File: src/rtl/offchip_buf_arbiter.sv
// offchip_buf_arbiter: credit-gated round-robin arbiter feeding the off-chip byte serializer.
// Define OFFCHIP_ARB_STRICT_PRIO_EN to give requester 0 fixed priority instead of round-robin.
module offchip_buf_arbiter #(
    parameter int DEPTH            = 8,
    parameter int ENTRIES_PER_BYTE = 2,
    parameter int CREDIT_CHUNK     = 4,
    parameter int CNT_W            = 4
) (
    input  logic             clk,
    input  logic             rst,
    input  logic             req0,
    input  logic [7:0]       data0,
    output logic             gnt0,
    input  logic             req1,
    input  logic [7:0]       data1,
    output logic             gnt1,
    output logic             ser_valid,
    output logic [7:0]       ser_data,
    output logic             ser_src,
    input  logic             ser_ready,
    input  logic             credit_ret,
    output logic [CNT_W-1:0] credits,
    output logic             cred_err
);
    typedef enum logic {IDLE, SEND} state_t;

    localparam logic [CNT_W:0] DEPTH_W = (CNT_W+1)'(DEPTH);
    localparam logic [CNT_W:0] CHUNK_W = (CNT_W+1)'(CREDIT_CHUNK);
    localparam logic [CNT_W:0] EPB_W   = (CNT_W+1)'(ENTRIES_PER_BYTE);

    state_t           state_q, state_d;
    logic [7:0]       data_q, data_d;
    logic             src_q, src_d;
    logic             valid_q, valid_d;
    logic             last_q, last_d;
    logic [CNT_W-1:0] credits_q, credits_d;
    logic             cred_err_q, cred_err_d;
    logic             sel, eligible, handshake, capture;
    logic [CNT_W:0]   cred_sum;

    always_comb begin
`ifdef OFFCHIP_ARB_STRICT_PRIO_EN
        sel = req1 & ~req0;
`else
        sel = (req0 & req1) ? ~last_q : req1;
`endif
        eligible = ({1'b0, credits_q} >= EPB_W) & (req0 | req1);
        handshake = (state_q == SEND) & valid_q & ser_ready;
        capture = eligible & ((state_q == IDLE) | handshake);
        // One extra bit so an over-return is visible before clamping
        cred_sum = {1'b0, credits_q} + (credit_ret ? CHUNK_W : '0) - (capture ? EPB_W : '0);
        state_d = capture ? SEND : (handshake ? IDLE : state_q);
        valid_d = capture | (valid_q & ~handshake);
        data_d = capture ? (sel ? data1 : data0) : data_q;
        src_d = capture ? sel : src_q;
        last_d = capture ? sel : last_q;
        credits_d = (cred_sum > DEPTH_W) ? DEPTH_W[CNT_W-1:0] : cred_sum[CNT_W-1:0];
        cred_err_d = cred_err_q | (cred_sum > DEPTH_W);
    end

    always_ff @(posedge clk or posedge rst) begin
        if (rst) begin
            state_q    <= IDLE;
            data_q     <= '0;
            src_q      <= 1'b0;
            valid_q    <= 1'b0;
            last_q     <= 1'b1;
            credits_q  <= DEPTH_W[CNT_W-1:0];
            cred_err_q <= 1'b0;
        end else begin
            state_q    <= state_d;
            data_q     <= data_d;
            src_q      <= src_d;
            valid_q    <= valid_d;
            last_q     <= last_d;
            credits_q  <= credits_d;
            cred_err_q <= cred_err_d;
        end
    end

    assign gnt0      = capture & ~sel & ~rst;
    assign gnt1      = capture & sel & ~rst;
    assign ser_valid = valid_q;
    assign ser_data  = data_q;
    assign ser_src   = src_q;
    assign credits   = credits_q;
    assign cred_err  = cred_err_q;
endmodule

File: config.mk
export PLATFORM = sky130hd
export DESIGN_NAME = offchip_buf_arbiter
export DESIGN_NICKNAME = d
export VERILOG_FILES = /design/src/rtl/offchip_buf_arbiter.sv
export SDC_FILE = /design/constraint.sdc
export NUM_CORES = 1
export LEC_CHECK = 0
export BUFFER_PORTS_ARGS = -buffer_cell sky130_fd_sc_hd__buf_2
export CAP_MARGIN = 20
export CORE_MARGIN = 4
export CORE_UTILIZATION = 40
export DETAILED_ROUTE_END_ITERATION = 10
export PLACE_DENSITY_LB_ADDON = 0.2
export RECOVER_POWER = 100
export SYNTH_ARGS = -nofsm -noshare
export SYNTH_HDL_FRONTEND = slang
export SYNTH_SLANG_ARGS = --single-unit
File: constraint.sdc
create_clock -name clk -period 3 [get_ports clk]
set_input_delay 0.6 -clock clk [delete_from_list [all_inputs] [get_ports clk]]
set_output_delay 0.6 -clock clk [all_outputs]
set_load 0.005 [all_outputs]
### Yosys cells after proc, flatten, opt, wreduce, memory -nomap -nowiden

Cells that the tools add are included.
W data, S select, Z words.

| operators by class | value |
|---|---|
| add/sub/neg operators | 2 |
| multipliers | 0 |
| div/mod/pow operators | 0 |
| magnitude comparators | 2 |
| equality and inequality tests | 0 |
| shift-type cells | 0 |
| mux-type cells | 7 |
| bitwise operators | 19 |
| reductions and logical operators | 1 |

Operator list:

| operator | count |
|---|---|
| $and A1 B1 Y1 | 10 |
| $mux W8 | 1 |
| $add A4 B3 Y5 | 1 |
| $gt A5 B4 Y1 const B | 1 |
| $not A1 Y1 | 5 |
| $sub A5 B2 Y5 | 1 |
| $ge A4 B2 Y1 const B | 1 |
| $mux W4 | 1 |
| $or A1 B1 Y1 | 4 |
| $mux W1 | 3 |
| $mux W3 | 1 |
| $mux W2 | 1 |
| $reduce_bool A2 Y1 | 1 |

| word-level totals | value |
|---|---|
| bits in registers | 17 |
| latch bits | 0 |
| memory bits (writable) | 0 |
| ROM bits | 0 |
| input bits | 22 |
| output and inout bits | 17 |
| logic and storage cells | 38 |
| memories kept | 0 |

### Logic depth before layout (Yosys ltp)

Gate-level depths: netlist of run 1.

| depth | value |
|---|---|
| depth after elaboration | 8 |
| gate-level depth with buffers | 10 |
| depth with buffers taken out | 9 |

### Least setup slack after synthesis of run 1

OpenSTA, ideal clock, no wires.

| path | value |
|---|---|
| path kind | input port to flip-flop |
| from | input ser_ready |
| to | register cred_err_q, in the netlist cred_err |
| setup time | 0.138 ns |
| arrival | 2.450 ns |
| data required time | 2.862 ns |
| path slack | 0.412 ns |
| cell stages on the path | 10 |
| buffers on the path | 1 |
| cells stage by stage | nand2_1 -> a21oi_2 -> buf_6 -> inv_1 -> ha_1 -> inv_1 -> fa_1 -> xor2_1 -> a21oi_1 -> or4_1 |

| on the way | value |
|---|---|
| longest elaborated chain between the ends | 7 |

RTL lines:

| element | line | text |
|---|---|---|
| start, declared | 20 | `input logic ser_ready,` |
| $and A1 B1 Y1 | 48 | `handshake = (state_q == SEND) & valid_q & ser_ready;` |
| $or A1 B1 Y1 | 49 | `capture = eligible & ((state_q == IDLE) \| handshake);` |
| $and A1 B1 Y1 | 49 |  |
| $mux W2 | 51 | `cred_sum = {1'b0, credits_q} + (credit_ret ? CHUNK_W : '0) - (capture ? EPB_W : '0);` |
| $sub A5 B2 Y5 | 51 |  |
| $gt A5 B4 Y1 | 58 | `cred_err_d = cred_err_q \| (cred_sum > DEPTH_W);` |
| $or A1 B1 Y1 | 58 |  |
| net cred_err_d | 37 | `logic cred_err_q, cred_err_d;` |
| end signal, assigned | 77 | `cred_err_q <= cred_err_d;` |
| end, declared | 37 |  |

The timed path passes the listed nets, and every way through them passes these cells.
A chain may end at the register's enable or synchronous reset.

### Worst setup path after layout of run 1

| path | value |
|---|---|
| from | register credits_q[2], in the netlist credits[2] |
| to | register cred_err_q, in the netlist cred_err |

| on the way | value |
|---|---|
| longest elaborated chain between the ends | 7 |
| elaborated cells between the ends (all ways) | 8 |
| those cells by class | 2 x add/sub; 2 x order compare; 1 x mux; 3 x bitwise |

RTL lines:

| element | line | text |
|---|---|---|
| start, declared | 36 | `logic [CNT_W-1:0] credits_q, credits_d;` |
| start signal, assigned | 68 | `credits_q <= DEPTH_W[CNT_W-1:0];` |
| start signal, assigned | 76 | `credits_q <= credits_d;` |
| $ge A4 B2 Y1 | 47 | `eligible = ({1'b0, credits_q} >= EPB_W) & (req0 \| req1);` |
| $and A1 B1 Y1 | 47 |  |
| $and A1 B1 Y1 | 49 |  |
| $mux W2 | 51 |  |
| $sub A5 B2 Y5 * | 51 |  |
| $gt A5 B4 Y1 * | 58 |  |
| $or A1 B1 Y1 * | 58 |  |
| net cred_err_d | 37 |  |

The timed path passes the listed nets; every way through them passes the cells marked *.

==> run metrics, run 1 <==
status finished clean; initial antenna violation count 0; worst hold start cred_err$_DFF_PP0_; reg-to-reg slack, setup 380 ps; reg2reg path depth 9; period utilisation layout 0.874; DRC 0; final setup margin 379 ps; Post-CTS Setup Inserts 0; CTS Root Cell clkbuf_4; Starting Density 0.418; Post-CTS Hold Fix Bufs 0; Routability Congestion 0.806; Final Slew Violations 0; post-synthesis compound-gate area fraction 0.0825; diode count 0; syn_nets 100; crit-path max FO 4; endpoints failing setup 0; hold path endpoint cred_err$_DFF_PP0_; Cells after Synth 73; TNS Setup 0 ps; Post-Place Worst Slack 372 ps; placed cell count 137; min Tclk post-route 2620 ps; # fillers 218; die area 3140 sq um; fmax 382 MHz; crit path launch type flip-flop; Worst Path Arrival 2780 ps; hold path cells 1; Die Height 56.1 um; #FFs+latches synth 16; synth warn 0; num rows 17; Synth Area in Adders 0.0758; Via density 4.87; IO Pins 39; main combinational cell family by area after synthesis multiplexers; FF-to-FF Start credits[2]$_DFF_PP0_; Slew HR 0.433; post-synthesis simple-gate area fraction 0.0758; Die X 56.1 um; Worst setup EP type flip-flop; dpl hpwl 1500 um; NumNets Final 141; vias in the first global route 772; multi-input combinational cell area 428 sq um; Hold Path Class flip-flop to flip-flop; clock skew 2.49 ps; Leak Pwr 0.553 nW; mapped cell area 925 sq um; mux share of post-synthesis cell area 0.252; asr flop ratio synth 1.00; initial DRC count 5; synthesis-to-layout area growth 21.8%; H-tree depth 1; commonest non-fill, non-tap cells in the layout buf_2, dfrtp_1, mux2_2; FF-to-FF End cred_err$_DFF_PP0_; sequential fraction of the synthesis area 0.436; Non-Filler Instances 141; Worst Setup Path Type flip-flop to flip-flop; commonest non-fill, non-tap cell in the layout buf_2; Worst Tran Pin Value 850 ps; RSZ-0062 raised after global routing false; Post-DRT Antenna Nets 0; post-synth cell types 26; drt total wl 1870 um; clock latency on the worst-skew pair 280 ps; Worst VDD drop 0.452 mV; Pre-antenna DRT Iters 3; gr usage total 0.132; Storage cell area 403 sq um; pwr dens 832 nW/um^2; Num CTS Buffers 3; Clock Sinks 16; WL/cell 13.3 um; Post-Synth XOR/XNOR Area 0.00947; max_cap viols 0; pin count of the biggest net entering global routing 17; total number of vias 686; first-pass GRT wire length 3280 um; # port buffers 37; share of cells above drive strength 1 0.478; Final Hold Vio Count 0; CTS Buffer Depth 2; clock slew at reported path FFs 90 ps; TritonCTS clock tree done; Synth Area per Inst 12.7 sq um; required time worst endpoint 3160 ps; EDFF count, synth 0; Top FF cell, synth dfrtp_1; # resized after CTS 0; core area 2210 sq um; gr ovfl total 0
==> state kept, by name, indices dropped and copies added (netlist names) <==
register	flops
ser_data	8
credits	3
cred_err	1
last_q	1
ser_src	1
ser_valid	1
state_q	1
==> final cells by class <==
cell class,count,share of cell area
Clock buffer,4,0.0322
Inverter,9,0.0300
Multi-Input combinational cell,45,0.380
Sequential cell,16,0.358
Tap cell,28,0.0311
Timing Repair Buffer,39,0.169
==> Yosys cell counts, drive strengths merged (2+ instances only) <==
master,count,area share
a21oi,4,0.026
and3,2,0.015
buf,3,0.028
dfrtp,14,0.38
dfstp,2,0.057
ha,4,0.054
inv,9,0.037
mux2,18,0.25
nand2,2,0.0081
nand3,2,0.011
nor3,2,0.011
==> per-layer routing <==
| layer | vias to the layer above | share of wire | track usage | routed length [um] |
|---|---|---|---|---|
| met5 | - | 0 | 0 | 0 |
| met1 | 333 | 0.43 | 0.151 | 811 |
| met3 | 2 | 0.065 | 0.0394 | 122 |
| met2 | 19 | 0.49 | 0.227 | 920 |
| met4 | 0 | 0.0086 | 0.0508 | 16 |
| li1 | 332 | - | - | - |
==> worst max-delay path by stage <==
stage	startpoint	endpoint	slack, ps	cells after the start
final	credits[2]$_DFF_PP0_	cred_err$_DFF_PP0_	380	9
after global routing	credits[2]$_DFF_PP0_	cred_err$_DFF_PP0_	190	9
after CTS	credits[3]$_DFF_PP1_	cred_err$_DFF_PP0_	520	9
after detailed placement	req0	cred_err$_DFF_PP0_	370	10
after global placement	req0	cred_err$_DFF_PP0_	440	10
after floorplan	ser_ready	cred_err$_DFF_PP0_	410	10
==> where the power goes <==
part	leakage [nW]	internal (mW)	switching, mW
combinational	0.346	0.226	0.202
clock	0.0210	0.0738	0.0638
sequential	0.185	0.315	0.0560
total	0.553	0.615	0.322
==> worst max-delay path, stage by stage, from the launching register on <==
cell,delay (ps)
dfrtp_1,420
o32ai_1,540
a21oi_2,60
inv_1,100
ha_1,170
inv_1,60
fa_1,410
xor2_1,260
a21oi_1,70
or4_1,390
==> through the flow <==
step	hold slack (ps)	utilization	area [sq um]	power, mW
finish	483	0.509	1130	0.937
global route	499	0.509	1130	1.02
CTS	342	0.529	1170	1.02
detailed placement	460	0.512	1130	0.872
global placement	461	0.512	1130	0.856
floorplan	465	-	925	0.720
==> logic make-up (layout without fill, tap and decap cells) <==
family / count (synthesis) / after routing
muxes: 18 / 18
DFF: 16 / 16
and+or+nand+nor: 12 / 12
buffers and inverters: 12 / 52
AOI/OAI and AO/OA: 8 / 8
adders and majority gates: 5 / 5
other: 1 / 1
xor gates and xnor gates: 1 / 1
Note: power is estimated with default switching activity, not from simulation.
==> inputs of run 2 (changes only) <==
--- a/config.mk
+++ b/config.mk
@@ -10,6 +10,7 @@
 export CORE_MARGIN = 4
 export CORE_UTILIZATION = 40
 export DETAILED_ROUTE_END_ITERATION = 10
+export GPL_TIMING_DRIVEN = 0
 export PLACE_DENSITY_LB_ADDON = 0.2
 export RECOVER_POWER = 100
 export SYNTH_ARGS = -nofsm -noshare
==> run 2 against run 1 <==
  * Clock skew is 1.6 ps lower
  * Clock power hardly changed
  * Register-to-register slack worse by 120 ps
  * Largest cell class unchanged
  * Largest power group unchanged
  * Highest routed layer unchanged
==> run metrics, run 2 (synthesis gave the netlist of run 1 again) <==
status finished clean; Final Slew Violations 0; gr usage total 0.119; Post-CTS Setup Inserts 0; Non-Filler Instances 142; min Tclk post-route 2740 ps; commonest non-fill, non-tap cells in the layout buf_2, dfrtp_1, mux2_2; pin count of the biggest net entering global routing 18; endpoints failing setup 0; WL/cell 12.0 um; clock skew 0.928 ps; TritonCTS clock tree done; Post-Place Worst Slack 71.6 ps; Starting Density 0.418; Worst Tran Pin Value 622 ps; TNS Setup 0 ps; Hold Path Class primary input to async pin; # resized after CTS 0; vias in the first global route 688; Final Hold Vio Count 0; initial antenna violation count 0; Clock Sinks 16; crit-path max FO 10; clock latency on the worst-skew pair 280 ps; Num CTS Buffers 3; required time worst endpoint 3160 ps; clock slew at reported path FFs 90 ps; Via density 4.73; fmax 365 MHz; diode count 0; core area 2210 sq um; RSZ-0062 raised after global routing false; Worst Setup Path Type flip-flop to flip-flop; share of cells above drive strength 1 0.474; Slew HR 0.585; placed cell count 138; max_cap viols 0; total number of vias 672; gr ovfl total 0; crit path launch type flip-flop; DRC 0; initial DRC count 2; commonest non-fill, non-tap cell in the layout buf_2; Die X 56.1 um; Worst setup EP type flip-flop; die area 3140 sq um; Worst Path Arrival 2890 ps; Die Height 56.1 um; FF-to-FF Start credits[3]$_DFF_PP1_; Post-CTS Hold Fix Bufs 0; Largest register FFs 8; Worst VDD drop 0.420 mV; Leak Pwr 0.559 nW; num rows 17; Critical Path Start credits[3]$_DFF_PP1_; NumNets Final 142; # port buffers 37; Post-DRT Antenna Nets 0; pwr dens 816 nW/um^2; CTS Buffer Depth 2; Routability Congestion 0.769; Pre-antenna DRT Iters 4; H-tree depth 1; first-pass GRT wire length 3020 um; CTS Root Cell clkbuf_4; final setup margin 264 ps; drt total wl 1700 um; period utilisation layout 0.912; synthesis-to-layout area growth 23.8%; dpl hpwl 1380 um; IO Pins 39
run 2: worst paths after layout:
path	cells after the start	slack, ps	endpoint
max	10	260	cred_err$_DFF_PP0_
max reg2reg	10	260	cred_err$_DFF_PP0_
min reg2reg	1	480	cred_err$_DFF_PP0_
max in group asynchronous	2	2230	state_q$_DFFE_PP0P_
min	2	370	ser_data[4]$_DFFE_PP0P_
min in group clk	1	480	cred_err$_DFF_PP0_
run 2: metrics by stage:
step | total power, mW | utilization | hold WS, ps | area, sq um
2_1_floorplan | 0.720 | - | 465 | 925
3_3_place_gp | 0.863 | 0.518 | 456 | 1140
3_5_place_dp | 0.871 | 0.518 | 461 | 1140
4_1_cts | 1.02 | 0.534 | 409 | 1180
5_1_grt | 1.02 | 0.518 | 428 | 1140
6_report | 0.934 | 0.518 | 374 | 1140
run 2: cell type report:
type | instances | area (sq um)
fill | 235 | 1070
clock buffer | 4 | 36.3
sequential | 16 | 403
timing repair buffer | 37 | 175
tap | 28 | 35.0
inverter | 9 | 33.8
multi-input combinational | 45 | 435
buffer | 3 | 26.3
run 2: power by group:
group          internal, mW  switching (mW)
registers             0.315          0.0542
clock network        0.0738          0.0647
logic                 0.230           0.196
run 2: worst max-delay path: stages, from the launching register on:
cell     delay [ps]
dfstp_1         570
o32ai_2         130
a21oi_2         200
buf_6           180
inv_1            70
ha_1            310
inv_1            70
fa_1            370
xor2_1          260
a21oi_1          70
or4_1           400
run 2: metal layers:
| layer | track usage | part of all wire | vias up |
|---|---|---|---|
| met5 | 0 | 0 | - |
| met4 | 0.0407 | 0.0094 | 0 |
| met3 | 0.0394 | 0.067 | 2 |
| met2 | 0.195 | 0.48 | 19 |
| met1 | 0.146 | 0.44 | 319 |
| li1 | - | - | 332 |
==> inputs of run 3 (changes only) <==
--- a/config.mk
+++ b/config.mk
@@ -7,8 +7,10 @@
 export LEC_CHECK = 0
 export BUFFER_PORTS_ARGS = -buffer_cell sky130_fd_sc_hd__buf_2
 export CAP_MARGIN = 20
+export CELL_PAD_IN_SITES_DETAIL_PLACEMENT = 1
+export CELL_PAD_IN_SITES_GLOBAL_PLACEMENT = 2
 export CORE_MARGIN = 4
-export CORE_UTILIZATION = 40
+export CORE_UTILIZATION = 29
 export DETAILED_ROUTE_END_ITERATION = 10
 export GPL_TIMING_DRIVEN = 0
 export PLACE_DENSITY_LB_ADDON = 0.2
==> run 3 against run 2 <==
  * Setup slack got worse by 36 ps
  * Sequential share of layout area decreased by 0.68 points
  * Global-route usage fell by 1.1 points
  * Power increased by 0.92%
  * Non-clock buffer count unchanged
  * Wire length rose by 14%
  * Core utilization shrank 14 points
  * Count of clock-buffer cells in the layout unchanged
  * Critical path type unchanged
  * Critical endpoint unchanged
  * Highest routed layer unchanged
==> run metrics, run 3 (synthesis gave the netlist of run 1 again) <==
Leak Pwr 0.560 nW; CP top delay family adder cells; # fillers 371; Worst Path Arrival 2930 ps; status finished clean; Routability Congestion 0.720; # resized after CTS 0; Clock Sinks 16; Via density 4.30; Starting Density 0.303; Pre-antenna DRT Iters 2; gr usage total 0.108; clock skew 1.11 ps; initial DRC count 2; WL/cell 12.2 um; pwr dens 807 nW/um^2; drt total wl 1930 um; Post-CTS Hold Fix Bufs 0; Most common cell on crit path inv_1; die area 4160 sq um; reg2reg path depth 10; Final Slew Violations 0; Max stage delay on crit path 570 ps; TritonCTS clock tree done; dpl hpwl 1570 um; IO Pins 39; Worst Tran Pin Value 619 ps; endpoints failing setup 0; DRC 0; total number of vias 679; first-pass GRT wire length 3520 um; # port buffers 37; Die Height 64.5 um; Worst VDD drop 0.297 mV; share of cells above drive strength 1 0.491; Total Power 0.942 mW; Post-CTS Setup Inserts 0; FF-to-FF End cred_err$_DFF_PP0_; multi-input combinational cell area 435 sq um; TNS Setup 0 ps; FF-to-FF Start credits[3]$_DFF_PP1_; fmax 361 MHz; Slowest-stage cell, CP dfstp_1; initial antenna violation count 0; core area 3050 sq um; NumNets Final 142; Hold Path Class primary input to async pin; min Tclk post-route 2770 ps; max_cap viols 0; vias in the first global route 763; Worst setup EP type flip-flop; CP cell instances o32ai_2 > a21oi_2 > buf_6 > inv_1 > ha_1 > inv_1 > fa_1 > xor2_1 > a21oi_1 > or4_1; diode count 0; clock slew at reported path FFs 90 ps; reg-to-reg slack, setup 230 ps; crit path launch type flip-flop; pin count of the biggest net entering global routing 18; period utilisation layout 0.924; H-tree depth 1; required time worst endpoint 3160 ps; Final Hold Vio Count 0; CTS Root Cell clkbuf_4; Storage cell area 403 sq um; RSZ-0062 raised after global routing false; Largest register FFs 8; CTS Buffer Depth 2; Slew HR 0.587; Num CTS Buffers 3; clock latency on the worst-skew pair 280 ps; CP bufs+invs 3; num rows 20; Worst Setup Path Type flip-flop to flip-flop; synthesis-to-layout area growth 26.3%; gr ovfl total 0; Post-DRT Antenna Nets 0; Die X 64.5 um; commonest non-fill, non-tap cell in the layout buf_2; commonest non-fill, non-tap cells in the layout buf_2, dfrtp_1, mux2_2; crit-path max FO 10
run 3: changes by cell type in the layout (fill, tap and decap cells not counted), sizes merged:
| cell | before | now |
|---|---|---|
| buf | 33 | 34 |
| clkbuf | 11 | 10 |
run 3: worst register-to-register path, cell delays in order (launching register included):
cell,delay (ps)
dfstp_1,570
o32ai_2,130
a21oi_2,200
buf_6,180
inv_1,70
ha_1,310
inv_1,80
fa_1,370
xor2_1,260
a21oi_1,60
or4_1,410
run 3: stage by stage:
step                      hold slack (ps)  instance area, sq um   util  instances  setup WS [ps]
after detailed placement              465                  1160  0.382        154          0.743
final                                 388                  1170  0.382        158            228
after global routing                  434                  1170  0.382        158           51.1
after CTS                             398                  1200  0.393        158            151
after global placement                468                  1160  0.382        154           18.8
after floorplan                       465                   925      -         73            412
run 3: worst max path at each step:
| stage | start | endpoint | slack, ps | cells past startpoint |
|---|---|---|---|---|
| finish | credits[3]$_DFF_PP1_ | cred_err$_DFF_PP0_ | 230 | 10 |
| global placement | req0 | cred_err$_DFF_PP0_ | 20 | 11 |
| detailed placement | req0 | cred_err$_DFF_PP0_ | 0.7 | 11 |
| CTS | credits[3]$_DFF_PP1_ | cred_err$_DFF_PP0_ | 150 | 10 |
| floorplan | ser_ready | cred_err$_DFF_PP0_ | 410 | 10 |
| global route | credits[3]$_DFF_PP1_ | cred_err$_DFF_PP0_ | 50 | 10 |
run 3: area by class of cell:
type / count / share of cell area
Multi-Input combinational cell: 45 / 0.373
Sequential cell: 16 / 0.345
Timing Repair Buffer: 37 / 0.152
Tap cell: 44 / 0.0472
Clock buffer: 4 / 0.0311
Inverter: 9 / 0.0289
Buffer: 3 / 0.0225
run 3: layer usage:
layer	track usage	share of wire	vias to the layer above
li1	-	-	332
met1	0.146	0.46	318
met2	0.166	0.46	25
met3	0.0277	0.064	4
met4	0.0396	0.013	0
met5	0	0	-
run 3: power by group:
part / internal, mW / switching, mW
logic: 0.233 / 0.200
registers: 0.315 / 0.0539
clock network: 0.0738 / 0.0676
total: 0.621 / 0.321
